--- src/rtl/neuron_pkg.sv ---
// Shared types, default parameters and arithmetic helpers for the neuron_vec datapath.
package neuron_pkg;

  localparam int DEF_IN_WIDTH   = 4;
  localparam int DEF_W_WIDTH    = 4;
  localparam int DEF_LANES      = 4;
  localparam int DEF_NUM_INPUTS = 784;
  localparam int DEF_ACC_WIDTH  = 24;
  localparam int DEF_SHIFT      = 6;
  localparam int DEF_OUT_WIDTH  = 4;

  typedef enum logic {
    ST_ACCUM = 1'b0,
    ST_HOLD  = 1'b1
  } state_t;

  // Helpers work on a 64-bit signed carrier so they serve any width up to 62.
  typedef struct packed {
    logic [63:0] value;
    logic        sat;
  } sat_res_t;

  function automatic sat_res_t sat_add(input logic signed [63:0] a,
                                       input logic signed [63:0] b,
                                       input int width);
    sat_res_t          r;
    logic signed [63:0] s;
    logic signed [63:0] hi;
    logic signed [63:0] lo;
    hi = (64'sd1 <<< (width - 1)) - 64'sd1;
    lo = -hi - 64'sd1;
    s  = a + b;
    r.value = s;
    r.sat   = 1'b0;
    if (s > hi) begin
      r.value = hi;
      r.sat   = 1'b1;
    end else if (s < lo) begin
      r.value = lo;
      r.sat   = 1'b1;
    end
    return r;
  endfunction

  // ReLU zeroing of a negative value is not reported as a clip.
  function automatic sat_res_t clip_out(input logic signed [63:0] v,
                                        input int width,
                                        input logic relu);
    sat_res_t          r;
    logic signed [63:0] hi;
    logic signed [63:0] lo;
    r.value = v;
    r.sat   = 1'b0;
    if (relu) begin
      hi = (64'sd1 <<< width) - 64'sd1;
      if (v < 64'sd0) begin
        r.value = '0;
      end else if (v > hi) begin
        r.value = hi;
        r.sat   = 1'b1;
      end
    end else begin
      hi = (64'sd1 <<< (width - 1)) - 64'sd1;
      lo = -hi - 64'sd1;
      if (v > hi) begin
        r.value = hi;
        r.sat   = 1'b1;
      end else if (v < lo) begin
        r.value = lo;
        r.sat   = 1'b1;
      end
    end
    return r;
  endfunction

endpackage

--- src/rtl/neuron_dot_lanes.sv ---
// Combinational per-beat dot product: LANES unsigned x signed multipliers feeding a binary adder tree.
module neuron_dot_lanes
  import neuron_pkg::*;
#(
  parameter int IN_WIDTH  = DEF_IN_WIDTH,
  parameter int W_WIDTH   = DEF_W_WIDTH,
  parameter int LANES     = DEF_LANES,
  parameter int ACC_WIDTH = DEF_ACC_WIDTH
) (
  input  logic [LANES*IN_WIDTH-1:0]  data_in,
  input  logic [LANES*W_WIDTH-1:0]   weight_in,
  output logic signed [ACC_WIDTH-1:0] beat_sum
);

  localparam int PROD_W = IN_WIDTH + 1 + W_WIDTH;
  localparam int LEAVES = 1 << $clog2(LANES);
  localparam int NODES  = 2 * LEAVES - 1;

  // Heap-ordered tree: node 0 is the root, leaves start at LEAVES-1.
  logic signed [ACC_WIDTH-1:0] node [NODES];

  genvar gi;
  generate
    for (gi = 0; gi < LEAVES; gi++) begin : g_leaf
      if (gi < LANES) begin : g_mul
        logic signed [IN_WIDTH:0]   a;
        logic signed [W_WIDTH-1:0]  b;
        logic signed [PROD_W-1:0]   p;
        assign a = signed'({1'b0, data_in[gi*IN_WIDTH +: IN_WIDTH]});
        assign b = signed'(weight_in[gi*W_WIDTH +: W_WIDTH]);
        assign p = PROD_W'(a) * PROD_W'(b);
        assign node[LEAVES-1+gi] = ACC_WIDTH'(p);
      end else begin : g_pad
        assign node[LEAVES-1+gi] = '0;
      end
    end
    for (gi = 0; gi < LEAVES - 1; gi++) begin : g_add
      assign node[gi] = node[2*gi+1] + node[2*gi+2];
    end
  endgenerate

  assign beat_sum = node[0];

endmodule

--- src/rtl/neuron_vec.sv ---
// Streaming neuron: accumulates a NUM_INPUTS-long weighted sum LANES pairs per beat,
// then rounds, shifts and clips to an OUT_WIDTH activation held until taken.
module neuron_vec
  import neuron_pkg::*;
#(
  parameter int IN_WIDTH   = DEF_IN_WIDTH,
  parameter int W_WIDTH    = DEF_W_WIDTH,
  parameter int LANES      = DEF_LANES,
  parameter int NUM_INPUTS = DEF_NUM_INPUTS,
  parameter int ACC_WIDTH  = DEF_ACC_WIDTH,
  parameter int SHIFT      = DEF_SHIFT,
  parameter int OUT_WIDTH  = DEF_OUT_WIDTH
) (
  input  logic                        clk,
  input  logic                        rst,
  input  logic [LANES*IN_WIDTH-1:0]   data_in,
  input  logic [LANES*W_WIDTH-1:0]    weight_in,
  input  logic signed [ACC_WIDTH-1:0] bias_in,
  input  logic                        relu_en,
  input  logic                        in_valid,
  output logic                        in_ready,
  output logic [OUT_WIDTH-1:0]        out_data,
  output logic                        out_sat,
  output logic                        out_valid,
  input  logic                        out_ready
);

  localparam int BEATS = NUM_INPUTS / LANES;
  localparam int CW    = (BEATS > 1) ? $clog2(BEATS) : 1;
  localparam logic signed [63:0] ROUND = (64'sd1 <<< SHIFT) >>> 1;

  generate
    if (NUM_INPUTS % LANES != 0) begin : g_bad_len
      $error("neuron_vec: NUM_INPUTS must be a multiple of LANES");
    end
    if (ACC_WIDTH > 62 || SHIFT < 0 || SHIFT > ACC_WIDTH - 2) begin : g_bad_acc
      $error("neuron_vec: ACC_WIDTH or SHIFT out of range");
    end
  endgenerate

  state_t                      state_reg;
  logic signed [ACC_WIDTH-1:0] acc_reg;
  logic [CW-1:0]               beat_reg;
  logic                        relu_reg;
  logic                        acc_sat_reg;
  logic [OUT_WIDTH-1:0]        out_data_reg;
  logic                        out_sat_reg;
  logic                        out_valid_reg;
  logic [1:0]                  rst_sync_reg;

  logic signed [ACC_WIDTH-1:0] beat_sum;
  logic signed [ACC_WIDTH-1:0] base;
  logic signed [ACC_WIDTH-1:0] acc_next;
  logic signed [63:0]          norm;
  sat_res_t                    add_res;
  sat_res_t                    clip_res;
  logic                        first_beat;
  logic                        last_beat;
  logic                        mode;
  logic                        sat_any;
  logic                        rst_busy;
  logic                        accept;
  logic                        unused_bits;

  neuron_dot_lanes #(
    .IN_WIDTH (IN_WIDTH),
    .W_WIDTH  (W_WIDTH),
    .LANES    (LANES),
    .ACC_WIDTH(ACC_WIDTH)
  ) u_dot (
    .data_in  (data_in),
    .weight_in(weight_in),
    .beat_sum (beat_sum)
  );

  // Bias and mode come straight from the ports on beat 0, from the latched copies afterwards.
  always_comb begin
    first_beat = (beat_reg == '0);
    last_beat  = (beat_reg == CW'(BEATS - 1));
    base       = first_beat ? bias_in : acc_reg;
    add_res    = sat_add(64'(base), 64'(beat_sum), ACC_WIDTH);
    acc_next   = ACC_WIDTH'(add_res.value);
    sat_any    = add_res.sat | (~first_beat & acc_sat_reg);
    mode       = first_beat ? relu_en : relu_reg;
    norm       = (64'(acc_next) + ROUND) >>> SHIFT;
    clip_res   = clip_out(norm, OUT_WIDTH, mode);
  end

  assign unused_bits = ^{add_res.value[63:ACC_WIDTH], clip_res.value[63:OUT_WIDTH]};

  // Beats are refused for two edges after reset release so the release is clk-aligned.
  assign rst_busy  = rst_sync_reg[1];
  assign in_ready  = (state_reg == ST_ACCUM) && !rst_busy;
  assign accept    = in_valid && in_ready;
  assign out_data  = out_data_reg;
  assign out_sat   = out_sat_reg;
  assign out_valid = out_valid_reg;

  always_ff @(posedge clk or posedge rst) begin
    if (rst) begin
      state_reg     <= ST_ACCUM;
      acc_reg       <= '0;
      beat_reg      <= '0;
      relu_reg      <= 1'b0;
      acc_sat_reg   <= 1'b0;
      out_data_reg  <= '0;
      out_sat_reg   <= 1'b0;
      out_valid_reg <= 1'b0;
      rst_sync_reg  <= 2'b11;
    end else begin
      rst_sync_reg <= {rst_sync_reg[0], 1'b0};
      case (state_reg)
        ST_ACCUM: begin
          if (accept) begin
            if (last_beat) begin
              out_data_reg  <= clip_res.value[OUT_WIDTH-1:0];
              out_sat_reg   <= clip_res.sat | sat_any;
              out_valid_reg <= 1'b1;
              state_reg     <= ST_HOLD;
              acc_reg       <= '0;
              beat_reg      <= '0;
              acc_sat_reg   <= 1'b0;
            end else begin
              acc_reg     <= acc_next;
              beat_reg    <= beat_reg + CW'(1);
              acc_sat_reg <= sat_any;
              relu_reg    <= mode;
            end
          end
        end
        ST_HOLD: begin
          if (out_ready) begin
            out_valid_reg <= 1'b0;
            state_reg     <= ST_ACCUM;
          end
        end
        default: state_reg <= ST_ACCUM;
      endcase
    end
  end

endmodule

--- config.mk ---
export PLATFORM = sky130hd
export DESIGN_NAME = neuron_vec
export DESIGN_NICKNAME = d
export VERILOG_FILES = /design/src/rtl/neuron_pkg.sv /design/src/rtl/neuron_dot_lanes.sv /design/src/rtl/neuron_vec.sv
export SDC_FILE = /design/constraint.sdc
export NUM_CORES = 1
export LEC_CHECK = 0
export BUFFER_PORTS_ARGS = -buffer_cell sky130_fd_sc_hd__buf_2
export CELL_PAD_IN_SITES_DETAIL_PLACEMENT = 0
export CELL_PAD_IN_SITES_GLOBAL_PLACEMENT = 1
export CORE_AREA = 5 5 148 164
export DETAILED_ROUTE_END_ITERATION = 12
export DIE_AREA = 0 0 153 169
export PLACE_DENSITY_LB_ADDON = 0.1
export SETUP_SLACK_MARGIN = 0.02
export SYNTH_ARGS = -nofsm -noshare
export SYNTH_HDL_FRONTEND = slang
export SYNTH_SLANG_ARGS = --single-unit
export TNS_END_PERCENT = 1
--- constraint.sdc ---
create_clock -name clk -period 8.63 [get_ports clk]
set_input_delay 0.863 -clock clk [delete_from_list [all_inputs] [get_ports clk]]
set_output_delay 0.863 -clock clk [all_outputs]
set_load 0.01 [all_outputs]
==> metrics.txt, run 1 <==
Yosys top cell by area=fa_1; Reg2Reg Setup Slack=560 ps; fin worst setup slack=490 ps; ys async rst share=100%; Synth area leaders=fa_1, dfrtp_1, ha_1, inv_1, nand2_1; most used cell, CP=fa_1; Post-DP Area=0.00877 mm2; routed len/inst=17.4 um; met1 wire length=10400 um; DIE HEIGHT=169 um; distinct cell type count after synthesis=76; Fmax=123 MHz; layout cells sized above 1=18.6%; cell row count=58; Area Growth Syn to Fin=15.8%; most frequent cell after synthesis=inv_1; io pins=68; Crit path max-delay family=adder cells; count of final hold-check violations=0; wire length of the first global-routing pass=37100 um; design area=0.00896 mm2; max reg flops=24; vias in the first global route=6918; met3 routed WL=468 um; worst r2r src=beat_reg[2]; largest net degree at the start of global routing=44; drt initial violations=220; initial antenna violation count=0; Crit. End Element=flip-flop; clk sink count=43; Crit-path slowest cell=fa_1; core area=0.0225 mm2; YS warnings=0; Fin Hold WS=346 ps; Hold-fix buffers, CTS=0; synthesized flop and latch total=43; headroom to the max-slew limit=29.0%; Worst Path Buf+Inv=5; most frequent cells after synthesis=inv_1, fa_1, ha_1; Ant. Diodes=0; # setup viols final=0; Max Cap Violations=0; drt first pass iters=4; Critical Path RT=8810 ps; All-Layer GR Usage=18.0%; Worst Hold Class=reg -> reg; Clock transition at path regs=80 ps; cells on worst reg2reg path=33; drc violations=0; Tcrit/Tclk final=94.3%; fin crit period=8140 ps; syn_nets=1116; CTS max path bufs=2; H-tree levels=2; Post-Syn Instances=888; Skew-Pair Late Insertion Delay=310 ps; WL met2=11200 um; status=finished, final reports clean; die area=0.0259 mm2; RSZ-0062 raised after global routing=false; CTS tree=done; RePlAce Congestion=0.847; CP arrival=8320 ps; Critical path origin=weight_in[12]; final net count=1223; Synth Cell Area=0.00774 mm2; r2r endpoint=out_sat; clock root buffer=clkbuf_16; Slew @ Worst Pin=1060 ps; top cell type's share of synthesized area=22.0%; Starting Density=34.4%; Post-synth top flop=dfrtp_1; critical path capture point=out_sat; CTS buffer count=5; Crit path depth=30; syn_area_per_cell=8.71 um2; # port buffers=67; Worst Setup Path Type=in -> reg; CP max stage delay=550 ps; EDFF count, synth=0; pre-CTS setup slack=-97.8 ps; Final Skew=17.7 ps; total gr overflow=0; top layer in use=met4; via count=6482; Slew Viols, Final=0; Post-Route WL=22500 um; Routed Antenna Nets=0; average vias per placed instance=5.00; CP max FO=4; post-synthesis sequential area ratio=13.9%; detailed placement HPWL=18900 um; Chip Width=153 um; startpoint types=primary input
## per-stage QoR
step	setup TNS, ps	util (%)	cells
floorplan	0	-	888
global placement	-5.77	39.0	1287
detailed placement	-97.8	39.0	1287
CTS	0	39.6	1295
global route	0	39.8	1296
finish	0	39.8	1296
## worst min path at each step
stage | startpoint | slack [ps] | to | cells past startpoint
after global placement | rst_sync_reg[0] | 350 | rst_sync_reg[1] | 0
after CTS | rst_sync_reg[0] | 350 | rst_sync_reg[1] | 0
after global routing | rst_sync_reg[0] | 350 | rst_sync_reg[1] | 0
after floorplan | rst_sync_reg[0] | 350 | rst_sync_reg[1] | 0
after detailed placement | rst_sync_reg[0] | 350 | rst_sync_reg[1] | 0
final | rst_sync_reg[0] | 350 | rst_sync_reg[1] | 0
## layer usage
layer	GRT usage, %	vias up
li1	-	3191
met1	23.5	3179
met2	32.2	90
met3	1.89	22
met4	4.30	0
met5	0	-
## layout make-up
cell class	instances	area, um2
Clock inverter	3	25.0
Multi-Input combinational cell	668	6000
Inverter	149	559
Timing Repair Buffer	128	797
Clock buffer	5	125
Tap cell	300	375
Sequential cell	43	1080
Fill cell	2389	13500
## kinds of logic (layout without fill, tap and decap cells)
logic type      Yosys count  count (layout)  synth area share (%)
simple gates            256             256                  17.6
fa+ha+maj               173             173                  36.0
other cells               1               1                0.0485
buf+inv                 177             285                  9.01
mux                      35              35                  4.69
xor+xnor                 39              39                  5.03
flops                    43              43                  13.9
compound gates          164             164                  13.6
## timing repair
item / in CTS / in global routing
endpoints found under the setup margin: 0 / 5
buffers inserted: 0 / 1
gates resized for setup: 0 / 8
## placed cells by master, fill, tap and decap left out, types with 8 or more instances in the layout
cell,instances
a21oi_1,51
and2_1,42
buf_2,67
buf_4,60
dfrtp_1,41
fa_1,85
ha_1,82
inv_1,148
mux2_2,10
mux2i_1,25
nand2_1,77
nand3_1,14
nand4_1,18
nor2_1,41
nor2b_1,8
nor3_1,8
o211ai_1,12
o21ai_0,37
xnor2_1,24
xor2_1,11
Power of run 1 is not shown: default switching activity piles up to over one toggle a cycle in this logic, so the estimate is an artifact.
==> run 2, diff against run 1 <==
--- a/config.mk
+++ b/config.mk
@@ -8,12 +8,13 @@
 export BUFFER_PORTS_ARGS = -buffer_cell sky130_fd_sc_hd__buf_2
 export CELL_PAD_IN_SITES_DETAIL_PLACEMENT = 0
 export CELL_PAD_IN_SITES_GLOBAL_PLACEMENT = 1
-export CORE_AREA = 5 5 148 164
+export CORE_AREA = 5 5 149 165
 export DETAILED_ROUTE_END_ITERATION = 12
-export DIE_AREA = 0 0 153 169
+export DIE_AREA = 0 0 154 170
 export PLACE_DENSITY_LB_ADDON = 0.1
 export SETUP_SLACK_MARGIN = 0.02
 export SYNTH_ARGS = -nofsm -noshare
 export SYNTH_HDL_FRONTEND = slang
+export SYNTH_HIERARCHICAL = 1
 export SYNTH_SLANG_ARGS = --single-unit
 export TNS_END_PERCENT = 1
==> run 2 against run 1 <==
The run now ends with setup timing left. Die area increased by 1.2%. Non-clock buffer count rose by 187. Routed wire length grew 11%. Sequential share of layout area is 2.1 points lower. Count of clock-buffer cells in the layout grew 1. Critical path type unchanged. Setup slack worse by 580 ps. Largest cell class unchanged.
==> metrics.txt, run 2 <==
status=finished, violations left; failing checks=setup timing; io pins=68; routed len/inst=15.9 um; layout cells sized above 1=34.2%; EDFF count, synth=0; CP max stage delay=530 ps; Hold-fix buffers, CTS=0; Post-Route WL=24900 um; Crit-path slowest cell=fa_1; Reg2Reg Setup Slack=2820 ps; most used cell, CP=inv_1; CTS max path bufs=2; max reg flops=24; detailed placement HPWL=21400 um; Synth area leaders=ha_1, dfrtp_1, fa_1, inv_1, nand2_1; CP arrival=8890 ps; most frequent cell after synthesis=inv_1; count of final hold-check violations=0; Fin Hold WS=358 ps; cell row count=58; most common cell after layout, fill and taps aside=buf_4; Post-synth top flop=dfrtp_1; Synth Cell Area=0.00782 mm2; # setup viols final=4; via count=8049; cells on worst reg2reg path=21; CP max FO=6; hold depth=0; Crit. End Element=flip-flop; RePlAce Congestion=0.981; syn_nets=1163; CTS buffer count=5; vias in the first global route=8239; Reg area=0.00108 mm2; critical path capture point=out_data[2]; Max Cap Violations=0; Post-Syn Instances=970; fin worst setup slack=-85.4 ps; wire length of the first global-routing pass=40800 um; fin crit period=8720 ps; top cell type's share of synthesized area=14.1%; Worst Path Buf+Inv=8; r2r endpoint=out_data[2]; headroom to the max-slew limit=37.2%; Slew @ Worst Pin=941 ps; area of the multi-input gates=0.00668 mm2; pre-CTS setup slack=-789 ps; drt initial violations=290; die area=0.0262 mm2; # port buffers=67; All-Layer GR Usage=18.9%; Worst Hold Class=reg -> reg; largest net degree at the start of global routing=44; synthesized flop and latch total=43; Crit path max-delay family=adder cells; most frequent cells in the layout=buf_4, inv_1, nand2_1; Critical path origin=weight_in[15]; core area=0.0226 mm2; RSZ-0062 raised after global routing=true; Clock transition at path regs=60 ps; YS warnings=6; Skew-Pair Late Insertion Delay=290 ps; clock root buffer=clkbuf_16; Area Growth Syn to Fin=39.1%; Fmax=115 MHz; Crit path depth=39; DIE HEIGHT=170 um; post-synthesis sequential area ratio=13.8%; Critical Path RT=8800 ps; drc violations=0; average vias per placed instance=5.14; Worst Setup Path Type=in -> reg; Filler Cells Inserted=2319; Setup TNS Final=-256 ps; clk sink count=43; initial antenna violation count=0; Yosys top cell by area=ha_1; most frequent cells after synthesis=inv_1, nand2_1, ha_1; Routed Antenna Nets=0; Final Util=48.0%; Tcrit/Tclk final=101%; Ant. Diodes=0; H-tree levels=2; Final Skew=7.94 ps; drt first pass iters=5; ys async rst share=100%; startpoint types=primary input; total gr overflow=0; Chip Width=154 um; CTS tree=done; distinct cell type count after synthesis=82; syn_area_per_cell=8.06 um2; Slew Viols, Final=0; worst r2r src=beat_reg[2]; Starting Density=34.5%; final net count=1458
-- run 2: cell types whose count changed after synthesis, sizes merged, moves of 7 or more --
cell	delta
a21o	+10
a21oi	+7
a22o	+14
and3	+10
fa	-41
inv	-44
mux2	+17
mux2i	-20
nand2	+14
nand2b	+9
nor2	+22
o21ai	+17
o21bai	+7
-- run 2: repair_timing --
action,CTS,global route
setup endpoints to repair,5,5
pin swaps,9,7
buffers inserted,5,1
resized for setup,22,9
-- run 2: worst register-to-register path, cell delays in order (launching register included) --
cell,delay [ps]
dfrtp_1,430
nor4_1,470
nand3_1,250
buf_4,330
mux2_2,330
ha_1,320
a21oi_1,240
o211ai_1,250
a22o_1,310
a221o_2,490
xor2_4,190
nand2_4,100
a21oi_4,190
ha_4,180
nand2_1,50
or4_4,450
or2_2,350
a211o_1,280
nand4b_1,150
a2111oi_4,60
o211ai_1,190
a21oi_1,90
-- run 2: worst min path at each step --
stage                    start              end  slack [ps]
6_report       rst_sync_reg[0]  rst_sync_reg[1]         360
5_1_grt        rst_sync_reg[0]  rst_sync_reg[1]         370
4_1_cts        rst_sync_reg[0]  rst_sync_reg[1]         360
3_5_place_dp   rst_sync_reg[0]  rst_sync_reg[1]         350
3_3_place_gp   rst_sync_reg[0]  rst_sync_reg[1]         350
2_1_floorplan  rst_sync_reg[0]  rst_sync_reg[1]         350
-- run 2: layout make-up --
class	count	share of cell area, %
clock buffer	6	1.18
tap	300	3.45
timing repair buffer	315	20.3
clock inverter	2	0.127
sequential	43	9.91
multi-input combinational	795	61.4
inverter	105	3.65
-- run 2: kinds of logic (layout without fill, tap and decap cells) --
group | after synthesis | count (layout) | synth area share, %
flip-flops | 43 | 43 | 13.8
XOR/XNOR | 45 | 45 | 5.23
adder cells (fa/ha/maj) | 133 | 133 | 25.5
buffers and inverters | 132 | 428 | 6.45
AO/OA/AOI/OAI | 257 | 257 | 22.5
AND/OR/NAND/NOR | 327 | 327 | 22.0
other | 1 | 1 | 0.0480
multiplexers | 32 | 32 | 4.53
-- run 2: routing by layer --
layer  part of all wire [%]  track usage, %  up-vias
met5                      0               0        -
met4                    3.4            6.26        0
met3                    2.0            1.12       41
met2                     52            35.9      123
met1                     43            22.6     3819
li1                       -               -     4066
-- run 2: stage by stage --
stage | instance area, um2 | std cells
after global placement | 10500 | 1552
after floorplan | 8160 | 970
final | 10900 | 1566
after CTS | 10800 | 1565
after global routing | 10900 | 1566
after detailed placement | 10500 | 1552
Power of run 2 is left out for the same reason.
==> run 3, diff against run 2 <==
--- a/config.mk
+++ b/config.mk
@@ -5,14 +5,16 @@
 export SDC_FILE = /design/constraint.sdc
 export NUM_CORES = 1
 export LEC_CHECK = 0
+export ABC_AREA = 1
 export BUFFER_PORTS_ARGS = -buffer_cell sky130_fd_sc_hd__buf_2
 export CELL_PAD_IN_SITES_DETAIL_PLACEMENT = 0
 export CELL_PAD_IN_SITES_GLOBAL_PLACEMENT = 1
-export CORE_AREA = 5 5 149 165
+export CORE_AREA = 5 5 152 169
 export DETAILED_ROUTE_END_ITERATION = 12
-export DIE_AREA = 0 0 154 170
+export DIE_AREA = 0 0 157 174
 export PLACE_DENSITY_LB_ADDON = 0.1
 export SETUP_SLACK_MARGIN = 0.02
+export SKIP_LAST_GASP = 1
 export SYNTH_ARGS = -nofsm -noshare
 export SYNTH_HDL_FRONTEND = slang
 export SYNTH_HIERARCHICAL = 1
==> run 3 against run 2 <==
The run now ends clean. Routed wire length shrank 5.2%. First-iteration DRC count down 3.8%. Via count down 1.7%. Clock skew decreased by 1.4 ps. Fmax increased by 7.8%. Die area up 4.3%. Area after synthesis up 4.6%. Global-route usage down 1.5 points. Non-clock buffer count fell by 201. Synthesized cell count is 35% higher. Worst hold slack got worse by 2.6 ps. Critical endpoint is now out_data[1].
==> metrics.txt, run 3 <==
status=finished, final reports clean; Starting Density=34.2%; syn_nets=1504; clock root buffer=clkbuf_16; max reg flops=24; startpoint types=primary input; via count=7914; Clock transition at path regs=60 ps; headroom to the max-slew limit=35.3%; average vias per placed instance=4.58; clk sink count=43; Ant. Diodes=0; CTS buffer count=5; synthesized flop and latch total=43; Synth area leaders=nand2_1, ha_1, dfrtp_1, inv_1, fa_1; CP arrival=8260 ps; largest net degree at the start of global routing=44; core area=0.0239 mm2; Worst Setup Path Type=in -> reg; top cell type's share of synthesized area=20.8%; Slew @ Worst Pin=969 ps; distinct cell type count after synthesis=46; Routed Antenna Nets=0; Area Growth Syn to Fin=19.4%; die area=0.0273 mm2; count of final hold-check violations=0; # port buffers=67; placed insts=1716; most frequent cells in the layout=nand2_1, inv_1, nor2_1; CTS tree=done; Post-synth top flop=dfrtp_1; All-Layer GR Usage=17.4%; cell row count=60; Skew-Pair Late Insertion Delay=290 ps; H-tree levels=2; Final Skew=6.55 ps; Slew Viols, Final=0; most used cell, CP=nand2_1; routed len/inst=13.7 um; final net count=1611; YS warnings=6; Crit-path slowest cell=fa_1; Max Cap Violations=0; RePlAce Congestion=0.859; drt initial violations=279; post-synthesis sequential area ratio=13.2%; EDFF count, synth=0; Post-Route WL=23600 um; total gr overflow=0; drc violations=0; Post-Syn Instances=1311; layout cells sized above 1=19.6%; most frequent cell after synthesis=nand2_1; Fmax=124 MHz; Chip Width=157 um; io pins=68; Yosys top cell by area=nand2_1; most common cell after layout, fill and taps aside=nand2_1; CP max stage delay=580 ps; CTS max path bufs=2; most frequent cells after synthesis=nand2_1, inv_1, ha_1; vias in the first global route=7910; detailed placement HPWL=20300 um; syn_area_per_cell=6.24 um2; Synth Cell Area=0.00818 mm2; Worst Hold Class=reg -> reg; Tcrit/Tclk final=93.7%; ys async rst share=100%; Critical Path RT=8800 ps; Post-DP Area=0.00916 mm2; Filler Cells Inserted=2667; design area=0.00976 mm2; wire length of the first global-routing pass=39000 um; Hold-fix buffers, CTS=0; initial antenna violation count=0; DIE HEIGHT=174 um; fin crit period=8080 ps; # setup viols final=0; CP max FO=11; Crit. End Element=flip-flop; drt first pass iters=5; fin cells=1729
## run 3: cell count changes in the layout (fill, tap and decap cells not counted), sizes merged, moves of 20 or more
cell / change
a22o: -20
nand3: +43
nand2: +404
buf: -201
and2: -34
inv: +154
mux2: -27
nor2: +43
## run 3: final timing paths
check                                startpoint         endpoint  slack [ps]  depth (start not counted)
worst min register to register  rst_sync_reg[0]  rst_sync_reg[1]         360                          0
min in group asynchronous                   rst        state_reg         800                          2
worst max-delay path              weight_in[15]      out_data[1]         550                         47
worst max register to register      beat_reg[0]      out_data[1]        3200                         32
max in group asynchronous                   rst       acc_reg[8]        7230                          2
worst min-delay path            rst_sync_reg[0]  rst_sync_reg[1]         360                          0
## run 3: layer usage
layer / up-vias / routed length, um / track usage (%)
met3: 9 / 678 / 0.946
met4: 0 / 176 / 1.81
li1: 4223 / - / -
met5: - / 0 / 0
met1: 3583 / 11700 / 25.5
met2: 99 / 11000 / 29.1
## run 3: cells by family after synthesis
logic type	count (synthesis)	share of synthesized area, %
fa+ha+maj	132	24.2
simple gates	712	37.9
xor+xnor	40	4.28
other cells	1	0.0458
compound gates	109	7.57
flops	43	13.2
buf+inv	274	12.8
## run 3: layout make-up
cell class	instances	area (um2)	share of cell area, %
Timing Repair Buffer	114	708	7.25
Tap cell	310	388	3.97
Clock inverter	2	37.5	0.384
Sequential cell	43	1080	11.0
Multi-Input combinational cell	994	6450	66.0
Clock buffer	6	129	1.32
Inverter	260	976	9.99
## run 3: worst max-delay path: cells and delay by family
family / cells / cell delay, ps
simple gates: 32 / 3410
fa+ha+maj: 7 / 3100
buf+inv: 5 / 510
compound gates: 3 / 370
## run 3: through the flow
stage	setup WS [ps]	hold slack, ps	util (%)	setup TNS (ps)
6_report	545	356	40.8	0
5_1_grt	-40.7	369	40.8	-109
4_1_cts	174	357	38.9	0
3_5_place_dp	-110	348	38.3	-390
3_3_place_gp	-117	347	38.3	-442
2_1_floorplan	369	345	-	0
## run 3: what timing repair did
| action | in CTS | in global routing |
|---|---|---|
| resized for setup | 0 | 87 |
| setup buffers | 0 | 5 |
| endpoints found under the setup margin | 0 | 5 |
Power of run 3 is left out for the same reason.
